File: src/rtl/launcher_pkg.sv
// Shared types for the kernel launch sequencer: FSM state encoding and the
// launch descriptor carried through the request FIFO.
package launcher_pkg;

  localparam int DCR_BITS = 8;

  typedef enum logic [2:0] {
    IDLE,
    CLEAR,
    CONFIG,
    RUN,
    REPORT
  } launcher_state_t;

  typedef struct packed {
    logic [DCR_BITS-1:0] thread_count;
  } launch_t;

endpackage

File: src/rtl/launch_fifo.sv
// Single-clock FIFO for launch requests. Pointers carry an extra wrap bit so
// full and empty are told apart without a separate counter.
module launch_fifo #(
  parameter int DEPTH = 4,
  parameter int WIDTH = 8
) (
  input  logic                       clk,
  input  logic                       reset,
  input  logic                       i_push,
  input  logic [WIDTH-1:0]           i_data,
  input  logic                       i_pop,
  output logic [WIDTH-1:0]           o_data,
  output logic                       o_empty,
  output logic                       o_full,
  output logic [$clog2(DEPTH):0]     o_level
);

  localparam int AW = $clog2(DEPTH);
  localparam logic [AW:0] FULL_LEVEL = DEPTH[AW:0];

  logic [WIDTH-1:0] r_mem [DEPTH];
  logic [AW:0]      r_wr_ptr;
  logic [AW:0]      r_rd_ptr;
  logic             w_push;
  logic             w_pop;

  assign o_level = r_wr_ptr - r_rd_ptr;
  assign o_full  = (o_level == FULL_LEVEL);
  assign o_empty = (r_wr_ptr == r_rd_ptr);
  // A push while full is refused even if a pop lands on the same edge.
  assign w_push  = i_push && !o_full;
  assign w_pop   = i_pop && !o_empty;
  assign o_data  = r_mem[r_rd_ptr[AW-1:0]];

  // NOTE: sequential state is written with non-blocking assignments only.
  always_ff @(posedge clk or posedge reset) begin
    if (reset) begin
      r_wr_ptr <= '0;
      r_rd_ptr <= '0;
    end else begin
      if (w_push) r_wr_ptr <= r_wr_ptr + 1'b1;
      if (w_pop)  r_rd_ptr <= r_rd_ptr + 1'b1;
    end
  end

  // NOTE: storage has no reset; the pointers alone decide which entries are live.
  always_ff @(posedge clk) begin
    if (w_push) r_mem[r_wr_ptr[AW-1:0]] <= i_data;
  end

endmodule

File: src/rtl/kernel_launcher.sv
// Launch sequencer in front of the GPU: per queued launch it pulses GPU reset,
// writes the DCR, holds start until done (or timeout) and reports a record.
module kernel_launcher
  import launcher_pkg::*;
#(
  parameter int QUEUE_DEPTH      = 4,
  parameter int CYCLE_COUNT_BITS = 24,
  parameter int TIMEOUT_CYCLES   = 0
) (
  input  logic                          clk,
  input  logic                          reset,
  input  logic                          launch_valid,
  output logic                          launch_ready,
  input  logic [DCR_BITS-1:0]           launch_thread_count,
  output logic                          gpu_reset,
  output logic                          device_control_write_enable,
  output logic [DCR_BITS-1:0]           device_control_data,
  output logic                          start,
  input  logic                          done,
  output logic                          complete_valid,
  input  logic                          complete_ready,
  output logic [DCR_BITS-1:0]           complete_thread_count,
  output logic [CYCLE_COUNT_BITS-1:0]   complete_cycles,
  output logic                          complete_timeout,
  output logic                          busy,
  output logic [$clog2(QUEUE_DEPTH):0]  queue_level
);

  localparam logic [CYCLE_COUNT_BITS-1:0] ONE         = CYCLE_COUNT_BITS'(1);
  localparam logic [CYCLE_COUNT_BITS-1:0] TIMEOUT_VAL = CYCLE_COUNT_BITS'(TIMEOUT_CYCLES);
  localparam bit                          TIMEOUT_EN  = (TIMEOUT_CYCLES != 0);

  launcher_state_t             r_state;
  launcher_state_t             w_next_state;
  logic [DCR_BITS-1:0]         r_cur_count;
  logic [CYCLE_COUNT_BITS-1:0] r_cycles;
  logic                        r_timeout;

  launch_t w_tail;
  launch_t w_head;
  logic    w_empty;
  logic    w_full;
  logic    w_pop;
  logic    w_done_eff;
  logic    w_timeout_hit;

  assign w_tail.thread_count = launch_thread_count;

  launch_fifo #(
    .DEPTH (QUEUE_DEPTH),
    .WIDTH ($bits(launch_t))
  ) u_fifo (
    .clk     (clk),
    .reset   (reset),
    .i_push  (launch_valid),
    .i_data  (w_tail),
    .i_pop   (w_pop),
    .o_data  (w_head),
    .o_empty (w_empty),
    .o_full  (w_full),
    .o_level (queue_level)
  );

  assign launch_ready = !w_full;

  // The counter reads 1 only in the first RUN cycle, where done may be stale.
  assign w_done_eff = done && (r_cycles != ONE);

  always_ff @(posedge clk or posedge reset) begin
    if (reset) r_state <= IDLE;
    else       r_state <= w_next_state;
  end

  // NOTE: every signal gets a default first so no path infers a latch.
  always_comb begin
    w_next_state                = r_state;
    w_pop                       = 1'b0;
    w_timeout_hit               = 1'b0;
    gpu_reset                   = 1'b0;
    device_control_write_enable = 1'b0;
    start                       = 1'b0;
    complete_valid              = 1'b0;
    unique case (r_state)
      IDLE: begin
        if (!w_empty) begin
          w_pop        = 1'b1;
          w_next_state = (w_head.thread_count != '0) ? CLEAR : REPORT;
        end
      end
      CLEAR: begin
        gpu_reset    = 1'b1;
        w_next_state = CONFIG;
      end
      CONFIG: begin
        device_control_write_enable = 1'b1;
        w_next_state                = RUN;
      end
      RUN: begin
        start = 1'b1;
        if (w_done_eff) begin
          w_next_state = REPORT;
        end else if (TIMEOUT_EN && (r_cycles == TIMEOUT_VAL)) begin
          w_next_state  = REPORT;
          w_timeout_hit = 1'b1;
        end
      end
      REPORT: begin
        complete_valid = 1'b1;
        if (complete_ready) w_next_state = IDLE;
      end
      default: w_next_state = IDLE;
    endcase
  end

  always_ff @(posedge clk or posedge reset) begin
    if (reset) begin
      r_cur_count <= '0;
      r_cycles    <= '0;
      r_timeout   <= 1'b0;
    end else begin
      if (w_pop) begin
        r_cur_count <= w_head.thread_count;
        r_cycles    <= '0;
        r_timeout   <= 1'b0;
      end
      if (r_state == CONFIG) begin
        r_cycles <= ONE;
      end else if (r_state == RUN && w_next_state == RUN && r_cycles != '1) begin
        r_cycles <= r_cycles + ONE;
      end
      if (w_timeout_hit) r_timeout <= 1'b1;
    end
  end

  assign device_control_data   = device_control_write_enable ? r_cur_count : '0;
  assign complete_thread_count = r_cur_count;
  assign complete_cycles       = r_cycles;
  assign complete_timeout      = r_timeout;
  assign busy                  = (r_state != IDLE);

endmodule

File: config.mk
export PLATFORM = sky130hd
export DESIGN_NAME = kernel_launcher
export DESIGN_NICKNAME = d
export VERILOG_FILES = /design/src/rtl/launcher_pkg.sv /design/src/rtl/launch_fifo.sv /design/src/rtl/kernel_launcher.sv
export SDC_FILE = /design/constraint.sdc
export NUM_CORES = 1
export LEC_CHECK = 0
export ABC_AREA = 1
export CORE_AREA = 8 8 104 130
export CTS_CLUSTER_SIZE = 40
export DETAILED_ROUTE_END_ITERATION = 8
export DIE_AREA = 0 0 112 138
export GPL_ROUTABILITY_DRIVEN = 0
export PLACE_DENSITY = 0.61
export SYNTH_ARGS = -nofsm -noshare
export SYNTH_HDL_FRONTEND = slang
export SYNTH_SLANG_ARGS = --single-unit
File: constraint.sdc
create_clock -name clk -period 5.01 [get_ports clk]
set_input_delay 1.2525 -clock clk [delete_from_list [all_inputs] [get_ports clk]]
set_output_delay 1.2525 -clock clk [all_outputs]
set_load 0.005 [all_outputs]
==> impl_results.md <==
- Status: completed
- Synth Instances: 441
- Setup crit end: launch_ready
- Max_cap viols: 0
- Top Family by Delay on Critical Path: adder cells
- Via count: 3127
- CP Buf/Inv Count: 1
- Routed wire length: 9360 µm
- RR Endpoint: u_fifo.r_mem[2][1]
- Hold Buf Count CTS: 0
- Post-synth EDFFs: 32
- CP endpoint kind: output port
- Final period utilization: 0.737
- Slew headroom: 0.306
- CP max stage delay: 620 ps
- # nets final: 524
- Worst Max-Slew Pin Slew: 1040 ps
- Final Hold Viols: 0
- Hold Path Class: flip-flop to flip-flop
- Cell count after placement: 628
- Clock Path Buffers: 2
- Final setup vio count: 0
- Starting density of the core: 0.340
- Chip Height: 138 µm
- Antenna violations before repair: 0
- Worst setup SP type: flip-flop
- Seq/Total Area, Yosys: 0.510
- Clock slew at reported path FFs: 70 ps
- Commonest non-fill, non-tap cell in the layout: nand2_1
- CP Cell Sequence: ha_1 > fa_1 > xor2_1 > nand3_1 > clkdlybuf4s50_1
- CTS resizes: 0
- Final core occ: 0.426
- Crit path from: u_fifo.r_rd_ptr[0]
- Ant diodes: 0
- First-pass GRT wire length: 15900 µm
- Worst EP required: 3760 ps
- Crit path DAT: 2440 ps
- Worst-skew pair later-pin latency: 330 ps
- Hold_ws: 521 ps
- Worst path slowest cell: dfrtp_1
- Static Leak: 1.95 nW
- Largest net degree at the start of global routing: 48
- Yosys reg bits: 73
- DP Wirelength: 6850 µm
- Num rows: 44
- Filler cells: 1135
- R2R Path Start: u_fifo.r_rd_ptr[0]
- # IOs: 63
- Fraction of registers with async set/reset: 0.562
- Pwr/cell area: 527 nW/µm²
- Finished Layout Cells: 644
- I/O Buffers: 61
- Synth warn: 0
- Worst R2R Path Depth: 6
- Post-CTS Setup Bufs: 0
- DP Worst Slack: 1630 ps
- Vias/cell: 4.86
- Most frequent cells in the layout: nand2_1, nor2_1, clkdlybuf4s50_1, nand3_1, dfrtp_1
- Fin. max-slew vios: 0
- Distinct cells, synth: 33
- Final Skew: 9.02 ps
- Die span in x: 112 µm
- Crit path depth: 5
- Reg-to-reg slack, setup: 2160 ps
- CP Max Fanout: 20
- Drt pass-1 iters: 4
- Synthesis-to-layout area growth: 25.3%
- H-tree depth: 3
- Syn nets: 464
- CTS Sinks: 73
- Vias in the first global route: 3174
- Core area: 11500 µm²
- Mapped Area: 3900 µm²
- CTS tree: done
- Die area: 15500 µm²
- Share of layout cells above drive strength 1: 0.0909
- VDD IR-drop max: 0.341 mV
- Iter 0 DRT Violations: 94
- Drt wl/cell: 14.5 µm
- GRT overflow: 0
- Post-DRT Antenna Nets: 0
- Worst Setup Path Type: flip-flop to output port
- Min Tclk post-route: 3690 ps
- Total CTS buffers: 9
- Remaining DRCs: 0
- Fmax: 0.271 GHz
- Setup_tns: 0 ps
- Avg Cell Area, Syn: 8.84 µm²
- GRT Total Usage: 0.126
- Setup ws final: 1320 ps
- Post-synth top flop: dfrtp_1
- Root Buffer: clkbuf_16
- RSZ-0062 raised after global routing: no
## registers in the layout (all words and copies together) (netlist names)
register	flops
r_state	3
complete_thread_count	8
complete_cycles	24
u_fifo.r_wr_ptr	3
u_fifo.r_rd_ptr	3
u_fifo.r_mem	32
## through the flow
step	cell area, µm²	power, mW
finish	4880	2.57
global route	4880	2.79
CTS	4880	2.61
detailed placement	4570	1.94
global placement	4570	1.91
floorplan	3900	1.54
## cell usage after synthesis, drive strengths merged, types with 2 or more instances
cell      n  area share
ha        9       0.029
xor2     14       0.031
nand4     2      0.0032
nor2     70       0.075
edfxtp   32        0.25
xnor2    10       0.022
inv      35       0.034
buf       9       0.026
o21ai    33       0.054
dfrtp    41        0.26
clkbuf    5      0.0051
nand2   120        0.12
nand3    52       0.073
## metal layers
layer,share of wire,global-route usage,vias to the layer above
li1,-,-,1549
met1,0.42,0.142,1493
met2,0.51,0.225,71
met3,0.049,0.0370,14
met4,0.018,0.0377,0
met5,0,0,-
## report_power, final
group | switching, mW | internal [mW] | total (mW) | leakage [nW]
clock network | 0.276 | 0.396 | 0.672 | 0.149
registers | 0.117 | 0.778 | 0.896 | 0.832
logic | 0.599 | 0.406 | 1.01 | 0.974
total | 0.992 | 1.58 | 2.57 | 1.95
## worst reg2reg max path, cell delays in order, from the launching register on
cell and delay [ps]:
dfrtp_1 620, ha_1 340, fa_1 370, xor2_1 180, nand3_1 90, nand2_1 180
nor2_1 700
## layout make-up
| type | count | area (µm²) | area share |
|---|---|---|---|
| Clock buffer | 9 | 225 | 0.0461 |
| Sequential cell | 73 | 1990 | 0.407 |
| Inverter | 36 | 135 | 0.0277 |
| Tap cell | 138 | 173 | 0.0354 |
| Clock inverter | 7 | 83.8 | 0.0172 |
| Timing Repair Buffer | 63 | 626 | 0.128 |
| Multi-Input combinational cell | 318 | 1650 | 0.339 |
## kinds of logic after synthesis
family,synth area share
flip-flops,0.510
adder cells (fa/ha/maj),0.0340
AO/OA/AOI/OAI,0.0590
buffers and inverters,0.0661
other,0.000962
XOR/XNOR,0.0539
AND/OR/NAND/NOR,0.276
## how the worst min path moves through the flow
| stage | start | cells past startpoint | to | slack (ps) |
|---|---|---|---|---|
| after floorplan | u_fifo.r_wr_ptr[2] | 2 | u_fifo.r_wr_ptr[2] | 490 |
| after global placement | complete_thread_count[3] | 2 | complete_thread_count[3] | 500 |
| after detailed placement | complete_thread_count[3] | 2 | complete_thread_count[3] | 510 |
| after CTS | complete_thread_count[3] | 2 | complete_thread_count[3] | 520 |
| after global routing | complete_thread_count[5] | 2 | complete_thread_count[5] | 550 |
| final | complete_thread_count[7] | 2 | complete_thread_count[7] | 520 |
(Power assumes the default switching activity.)
